==> src/rtl/if_stage_pkg.sv <==
// -----------------------------------------------------------------------------
// if_stage_pkg
// Shared definitions for the 2-wide fetch stage:
//   - Alpha opcode constants used by predecode (BR, BSR, conditional range)
//   - fetch_slot_t: one slot of the IF/ID pipeline register
//   - opcode classification helpers
// -----------------------------------------------------------------------------
package if_stage_pkg;

    localparam int OPCODE_W = 6;

    // Unconditional PC-relative branches.
    localparam logic [OPCODE_W-1:0] OP_BR      = 6'h30;
    localparam logic [OPCODE_W-1:0] OP_BSR     = 6'h34;
    // Integer conditional branches occupy 0x38..0x3F.
    localparam logic [OPCODE_W-1:0] OP_COND_LO = 6'h38;

    // Storage width of the BHR snapshot inside a slot. The top-level BHR
    // width parameter must not exceed this; unused upper bits stay zero.
    localparam int BHR_FIELD_W = 16;

    typedef struct packed {
        logic [31:0]            inst;
        logic [63:0]            npc;
        logic                   valid;
        logic                   pred_taken;
        logic [63:0]            pred_target;
        logic [BHR_FIELD_W-1:0] bhr;
    } fetch_slot_t;

    function automatic logic is_cond_op(input logic [OPCODE_W-1:0] op);
        return (op >= OP_COND_LO);
    endfunction

    function automatic logic is_uncond_op(input logic [OPCODE_W-1:0] op);
        return (op == OP_BR) || (op == OP_BSR);
    endfunction

endpackage

==> src/rtl/if_stage_predecode.sv <==
// -----------------------------------------------------------------------------
// if_stage_predecode
// Predecodes one 32-bit Alpha instruction slot.
// Ports:
//   slot_pc   in  64  address of this slot
//   inst      in  32  instruction word
//   npc       out 64  slot_pc + 4
//   is_cond   out 1   integer conditional branch (opcode 0x38..0x3F)
//   is_uncond out 1   BR or BSR
//   target    out 64  npc + sext(disp21) << 2
// -----------------------------------------------------------------------------
module if_stage_predecode
    import if_stage_pkg::*;
(
    input  logic [63:0] slot_pc,
    input  logic [31:0] inst,
    output logic [63:0] npc,
    output logic        is_cond,
    output logic        is_uncond,
    output logic [63:0] target
);

    logic [OPCODE_W-1:0] opcode;
    logic [63:0]         disp_ext;
    logic                unused_ra;

    assign opcode    = inst[31:26];
    assign npc       = slot_pc + 64'd4;
    assign is_cond   = is_cond_op(opcode);
    assign is_uncond = is_uncond_op(opcode);

    // Branch displacement is a signed longword count.
    assign disp_ext  = {{41{inst[20]}}, inst[20:0], 2'b00};
    assign target    = npc + disp_ext;

    // Register field is irrelevant to fetch.
    assign unused_ra = ^inst[25:21];

endmodule

==> src/rtl/if_stage.sv <==
// -----------------------------------------------------------------------------
// if_stage
// 2-wide instruction fetch plus IF/ID pipeline register.
// Ports:
//   clock, reset                 clock, synchronous active-high reset
//   Imem2proc_data / Imem_valid  fetched doubleword (slot0 = [31:0]) and valid
//   proc2Imem_addr               aligned fetch address {PC[63:3],3'b0}
//   recover / recover_pc         redirect from the ROB (highest after reset)
//   id_stall                     ID cannot accept; hold PC and IF/ID
//   if_NPC0/1, if_valid_cond0/1  BHT query (index PC+4, conditional strobes)
//   bht_taken0/1, bht_bhr0/1     same-cycle BHT answer
//   id_*                         registered fetch group for ID
// -----------------------------------------------------------------------------
module if_stage
    import if_stage_pkg::*;
#(
    parameter int          BIT_BHT  = 6,
    parameter logic [63:0] RESET_PC = 64'h0
) (
    input  logic               clock,
    input  logic               reset,
    input  logic [63:0]        Imem2proc_data,
    input  logic               Imem_valid,
    output logic [63:0]        proc2Imem_addr,
    input  logic               recover,
    input  logic [63:0]        recover_pc,
    input  logic               id_stall,
    output logic [63:0]        if_NPC0,
    output logic [63:0]        if_NPC1,
    output logic               if_valid_cond0,
    output logic               if_valid_cond1,
    input  logic               bht_taken0,
    input  logic               bht_taken1,
    input  logic [BIT_BHT-1:0] bht_bhr0,
    input  logic [BIT_BHT-1:0] bht_bhr1,
    output logic [31:0]        id_inst0,
    output logic [31:0]        id_inst1,
    output logic [63:0]        id_NPC0,
    output logic [63:0]        id_NPC1,
    output logic               id_valid0,
    output logic               id_valid1,
    output logic               id_pred_taken0,
    output logic               id_pred_taken1,
    output logic [63:0]        id_pred_target0,
    output logic [63:0]        id_pred_target1,
    output logic [BIT_BHT-1:0] id_bhr0,
    output logic [BIT_BHT-1:0] id_bhr1
);

    logic [63:0]        pc_q, pc_d;
    fetch_slot_t        id_q [2];
    fetch_slot_t        id_d [2];
    fetch_slot_t        new_slot [2];

    logic [63:0]        slot_pc     [2];
    logic [31:0]        slot_inst   [2];
    logic [63:0]        slot_npc    [2];
    logic [63:0]        slot_target [2];
    logic               slot_cond   [2];
    logic               slot_uncond [2];
    logic               slot_bht    [2];
    logic [BIT_BHT-1:0] slot_bhr    [2];
    logic               taken_eff   [2];
    logic               live        [2];

    logic               fetch_ok;
    logic               redirect0;
    logic               unused_pc_lo;

    // ---------------------------------------------------------------- slots
    assign slot_pc[0]   = {pc_q[63:3], 3'b000};
    assign slot_pc[1]   = {pc_q[63:3], 3'b100};
    assign slot_inst[0] = Imem2proc_data[31:0];
    assign slot_inst[1] = Imem2proc_data[63:32];
    assign slot_bht[0]  = bht_taken0;
    assign slot_bht[1]  = bht_taken1;
    assign slot_bhr[0]  = bht_bhr0;
    assign slot_bhr[1]  = bht_bhr1;

    generate
        for (genvar gi = 0; gi < 2; gi++) begin : g_slot
            if_stage_predecode u_predecode (
                .slot_pc   (slot_pc[gi]),
                .inst      (slot_inst[gi]),
                .npc       (slot_npc[gi]),
                .is_cond   (slot_cond[gi]),
                .is_uncond (slot_uncond[gi]),
                .target    (slot_target[gi])
            );
            assign taken_eff[gi] = slot_uncond[gi] | (slot_cond[gi] & slot_bht[gi]);
        end
    endgenerate

    // A slot is only live when the group will actually be accepted this
    // cycle; this also keeps the BHT strobes quiet during stalls/redirects.
    assign fetch_ok  = Imem_valid & ~recover & ~id_stall & ~reset;
    assign live[0]   = fetch_ok & ~pc_q[2];
    assign live[1]   = fetch_ok;
    assign redirect0 = live[0] & taken_eff[0];

    // ------------------------------------------------------------ BHT query
    assign if_NPC0        = slot_npc[0];
    assign if_NPC1        = slot_npc[1];
    assign if_valid_cond0 = live[0] & slot_cond[0];
    // Slot1 is dead behind a taken slot0; strobing it would shift the BHR.
    assign if_valid_cond1 = live[1] & slot_cond[1] & ~redirect0;

    assign proc2Imem_addr = {pc_q[63:3], 3'b000};
    assign unused_pc_lo   = ^pc_q[1:0];

    // -------------------------------------------------------------- next PC
    always_comb begin
        pc_d = pc_q;
        if (recover) begin
            pc_d = recover_pc;
        end else if (fetch_ok) begin
            if (redirect0) begin
                pc_d = slot_target[0];
            end else if (live[1] & taken_eff[1]) begin
                pc_d = slot_target[1];
            end else begin
                pc_d = {pc_q[63:3] + 61'd1, 3'b000};
            end
        end
    end

    // ---------------------------------------------------- new IF/ID contents
    always_comb begin
        for (int i = 0; i < 2; i++) begin
            new_slot[i]                      = '0;
            new_slot[i].inst                 = slot_inst[i];
            new_slot[i].npc                  = slot_npc[i];
            new_slot[i].pred_target          = slot_target[i];
            new_slot[i].bhr[BIT_BHT-1:0]     = slot_bhr[i];
        end
        new_slot[0].valid      = live[0];
        new_slot[0].pred_taken = redirect0;
        new_slot[1].valid      = live[1] & ~redirect0;
        new_slot[1].pred_taken = live[1] & ~redirect0 & taken_eff[1];
    end

    always_comb begin
        id_d[0] = id_q[0];
        id_d[1] = id_q[1];
        if (recover) begin
            id_d[0].valid = 1'b0;
            id_d[1].valid = 1'b0;
        end else if (!id_stall) begin
            if (Imem_valid) begin
                id_d[0] = new_slot[0];
                id_d[1] = new_slot[1];
            end else begin
                // Bubble: payload is don't-care once valid drops.
                id_d[0].valid = 1'b0;
                id_d[1].valid = 1'b0;
            end
        end
    end

    // ------------------------------------------------------------ registers
    always_ff @(posedge clock) begin
        if (reset) begin
            pc_q    <= RESET_PC;
            id_q[0] <= '0;
            id_q[1] <= '0;
        end else begin
            pc_q    <= pc_d;
            id_q[0] <= id_d[0];
            id_q[1] <= id_d[1];
        end
    end

    // --------------------------------------------------------------- to ID
    assign id_inst0        = id_q[0].inst;
    assign id_inst1        = id_q[1].inst;
    assign id_NPC0         = id_q[0].npc;
    assign id_NPC1         = id_q[1].npc;
    assign id_valid0       = id_q[0].valid;
    assign id_valid1       = id_q[1].valid;
    assign id_pred_taken0  = id_q[0].pred_taken;
    assign id_pred_taken1  = id_q[1].pred_taken;
    assign id_pred_target0 = id_q[0].pred_target;
    assign id_pred_target1 = id_q[1].pred_target;
    assign id_bhr0         = id_q[0].bhr[BIT_BHT-1:0];
    assign id_bhr1         = id_q[1].bhr[BIT_BHT-1:0];

    generate
        if (BIT_BHT < BHR_FIELD_W) begin : g_bhr_pad
            logic unused_bhr_hi;
            assign unused_bhr_hi = ^{id_q[0].bhr[BHR_FIELD_W-1:BIT_BHT],
                                     id_q[1].bhr[BHR_FIELD_W-1:BIT_BHT]};
        end
    endgenerate

endmodule

==> config.mk <==
export PLATFORM = sky130hd
export DESIGN_NAME = if_stage
export DESIGN_NICKNAME = d
export VERILOG_FILES = /design/src/rtl/if_stage_pkg.sv /design/src/rtl/if_stage_predecode.sv /design/src/rtl/if_stage.sv
export SDC_FILE = /design/constraint.sdc
export NUM_CORES = 1
export LEC_CHECK = 0
export BUFFER_PORTS_ARGS = -buffer_cell sky130_fd_sc_hd__buf_2
export CAP_MARGIN = 20
export CORE_AREA = 2 2 266 268
export CTS_CLUSTER_SIZE = 8
export DETAILED_ROUTE_END_ITERATION = 8
export DIE_AREA = 0 0 268 270
export HOLD_SLACK_MARGIN = 0.08
export REMOVE_ABC_BUFFERS = 1
export SETUP_SLACK_MARGIN = 0.15
export SYNTH_ARGS = -nofsm -noshare
export SYNTH_HDL_FRONTEND = slang
export SYNTH_SLANG_ARGS = --single-unit
export TNS_END_PERCENT = 30
==> constraint.sdc <==
create_clock -name clock -period 10.61 [get_ports clock]
set_input_delay 1.061 -clock clock [delete_from_list [all_inputs] [get_ports clock]]
set_output_delay 1.061 -clock clock [all_outputs]
set_load 0.02 [all_outputs]
==> metrics.yaml <==
die_height_um: 270
portBuffers: 656
synth_area_leaders: "dfxtp_1 31%, nand2_1 11%, a21oi_1 9.8%"
power_mw: 4.37
grt-ovfl-total: 0
timing.fmax_mhz: 164
maxCapViolations: 0
relSlewSlack_pct: 19.1
area_delta_synth_final_pct: 16.6
vias_per_cell: 5.36
path_buf_inv: 1
synth_edf_count: 0
finalWeightedCongestion: 0.969
detail_route.first_pass.iterations: 5
async_flop_share_pct: 0
final_common_cell: "nand2_1"
worstPathArrival_ns: 6.55
finalWirelength_um: 105000
rows: 97
cts_tree: "done"
period_minus_slack_ns: 6.08
route.vias.total: 25500
die_width_um: 268
drive_gt1_share_pct: 21.0
worstHoldPathType: "flip-flop to flip-flop"
cpMaxStageDelayCell: "o21ai_0"
yosys_warnings: 0
cts_setup_buffers: 0
slew_viol_final: 0
initial_core_util_pct: 36.0
clock_sinks: 388
clock_latency_ns: 0.64
power.density_nw_per_um2: 150
setup_viol: 0
rsz0062_at_grt: "no"
crit_path_start_kind: "flip-flop"
antenna_found_initial: 19
synthCells: 3424
yosys_most_used_dff: "dfxtp_1"
synth_cell_types: 88
nNetsFinal: 4065
htreeDepth: 2
dieArea_um2: 72400
clockBufferDepth: 3
synth_top_area_cell: "dfxtp_1"
grt_pass1_vias: 23500
dr.first_iter.drc_count: 2400
hold_viol_final: 0
grt_max_degree: 194
grt_pass1_wl_um: 153000
num_io_pins: 677
cp.required_ns: 11.08
yosysTopAreaCellShare_pct: 31.0
cts_root_buf: "clkbuf_16"
hold_ws_ns: 0.446
coreArea_um2: 69500
max_stage_delay_ns: 0.80
synth_area_per_cell_um2: 7.31
layout_common_cells: "700 x nand2_1, 656 x buf_2, 492 x a21oi_1"
endpoint_kind: "flip-flop"
ys_ff_latch: 388
leakage_nw: 13.3
cts_hold_buf: 0
routedWlPerCell_um: 22.0
fin_skew_ns: 0.0324
dp_hpwl_um: 78100
status: "completed"
clkTransAtPathRegs_ns: 0.05
critPathMaxFanout: 10
worst-setup-path-type: "flip-flop to flip-flop"
synth_area_um2: 25000
crit_family: "simple AND/OR/NAND/NOR gates"
remaining_drc_errors: 0
crit_chain: "ha_1 > nand3_2 > nor4_4 > nand2_2 > nor3_4 > nand3_1 > xor2_1 > inv_1 > ha_1 > nand2_1 > o21ai_0 > a21oi_1 > o21ai_0 > and4b_1 > nor2_1 > xor2_1 > mux2i_1 > o22a_1 > o21ai_0"
ant_nets: 0
fin_crit_sh_pct: 57.3
grt.total_usage_pct: 27.8
cts_buffers: 56
post_cts_resized: 0
ir_drop_v: 0.000117
worstMarginPinSlew_ns: 1.21
ys_seq_area_share_pct: 31.0
cpMostUsedCell: "o21ai_0"
-- state kept, by name, indices dropped and copies added, names as in the netlist --
signal / flops
id_q: 326
pc_q: 62
-- cell type report --
| class | count | area [um2] |
|---|---|---|
| fill | 7382 | 40400 |
| multi-input combinational | 2575 | 14800 |
| sequential | 388 | 7770 |
| timing repair buffer | 697 | 3630 |
| clock buffer | 64 | 1460 |
| tap | 940 | 1180 |
| inverter | 65 | 244 |
| clock inverter | 5 | 82.6 |
| antenna | 14 | 35.0 |
-- Yosys cell counts, drive strengths merged (4+ instances only) --
cell type,count
a31o,5
a21o,75
o31ai,12
nor3,64
nor4,18
o21a,16
inv,64
a221oi,9
a21oi,493
a211oi,59
o311ai,5
and2,19
mux2i,4
and4,9
xnor2,113
nand4,65
and3,34
o221ai,5
a22oi,4
o22ai,13
nand2,704
nor2b,15
a21boi,12
o21ai,150
a221o,6
o2111ai,5
o21bai,22
buf,227
a2111oi,5
o211ai,37
dfxtp,388
nand2b,14
or3,8
o211a,8
ha,133
a31oi,22
nand3,47
nor2,245
clkbuf,185
xor2,66
-- worst register-to-register path, stage by stage, from the launching register on --
cell	delay (ns)
dfxtp_1	0.58
ha_1	0.30
nand3_2	0.35
nor4_4	0.45
nand2_2	0.13
nor3_4	0.33
nand3_1	0.13
xor2_1	0.38
inv_1	0.15
ha_1	0.44
nand2_1	0.10
o21ai_0	0.23
a21oi_1	0.07
o21ai_0	0.80
and4b_1	0.36
nor2_1	0.39
xor2_1	0.18
mux2i_1	0.29
o22a_1	0.20
o21ai_0	0.07
-- cell families (layout without fill, tap and decap cells) --
| group | count (synthesis) | count (layout) | share of synthesized area (%) |
|---|---|---|---|
| DFF | 388 | 388 | 31.0 |
| adders and majority gates | 135 | 135 | 6.81 |
| buffers and inverters | 477 | 831 | 10.2 |
| other | 2 | 32 | 0.0300 |
| AOI/OAI and AO/OA | 981 | 981 | 23.4 |
| xor gates and xnor gates | 179 | 179 | 6.34 |
| and+or+nand+nor | 1256 | 1256 | 21.8 |
| muxes | 6 | 6 | 0.250 |
-- path summary, 6_finish.rpt --
| check | startpoint | endpoint | slack, ns | depth (start not counted) |
|---|---|---|---|---|
| hold / removal | id_q[0][228] | id_q[0][228] | 0.45 | 2 |
| setup reg to reg | pc_q[3] | pc_q[46] | 4.53 | 19 |
| hold reg to reg | id_q[0][228] | id_q[0][228] | 0.45 | 2 |
| setup / recovery | pc_q[3] | pc_q[46] | 4.53 | 19 |
-- stage by stage --
stage                     cells  util (%)  setup WS (ns)  setup TNS (ns)  cell area, um2
after floorplan            3028         -          -8.78        -1365.05           22800
after global placement     4663      39.7           4.23               0           27600
after detailed placement   4665      39.7           4.61               0           27600
after CTS                  4734      41.9           4.58               0           29100
after global routing       4743      41.9           4.19               0           29200
final                      4748      42.0           4.53               0           29200
-- routing by layer --
layer | global-route usage [%] | wire, um
met5 | 0 | 54
met4 | 10.3 | 3960
met3 | 5.35 | 7650
met1 | 38.3 | 47000
met2 | 42.7 | 45800
-- where the power goes --
part / leakage [nW] / total (mW) / switching (mW) / internal, mW
logic: 9.41 / 1.09 / 0.736 / 0.350
clock network: 0.753 / 1.68 / 0.698 / 0.979
registers: 3.16 / 1.60 / 0.0801 / 1.52
Note: power is estimated with default switching activity, not from simulation.
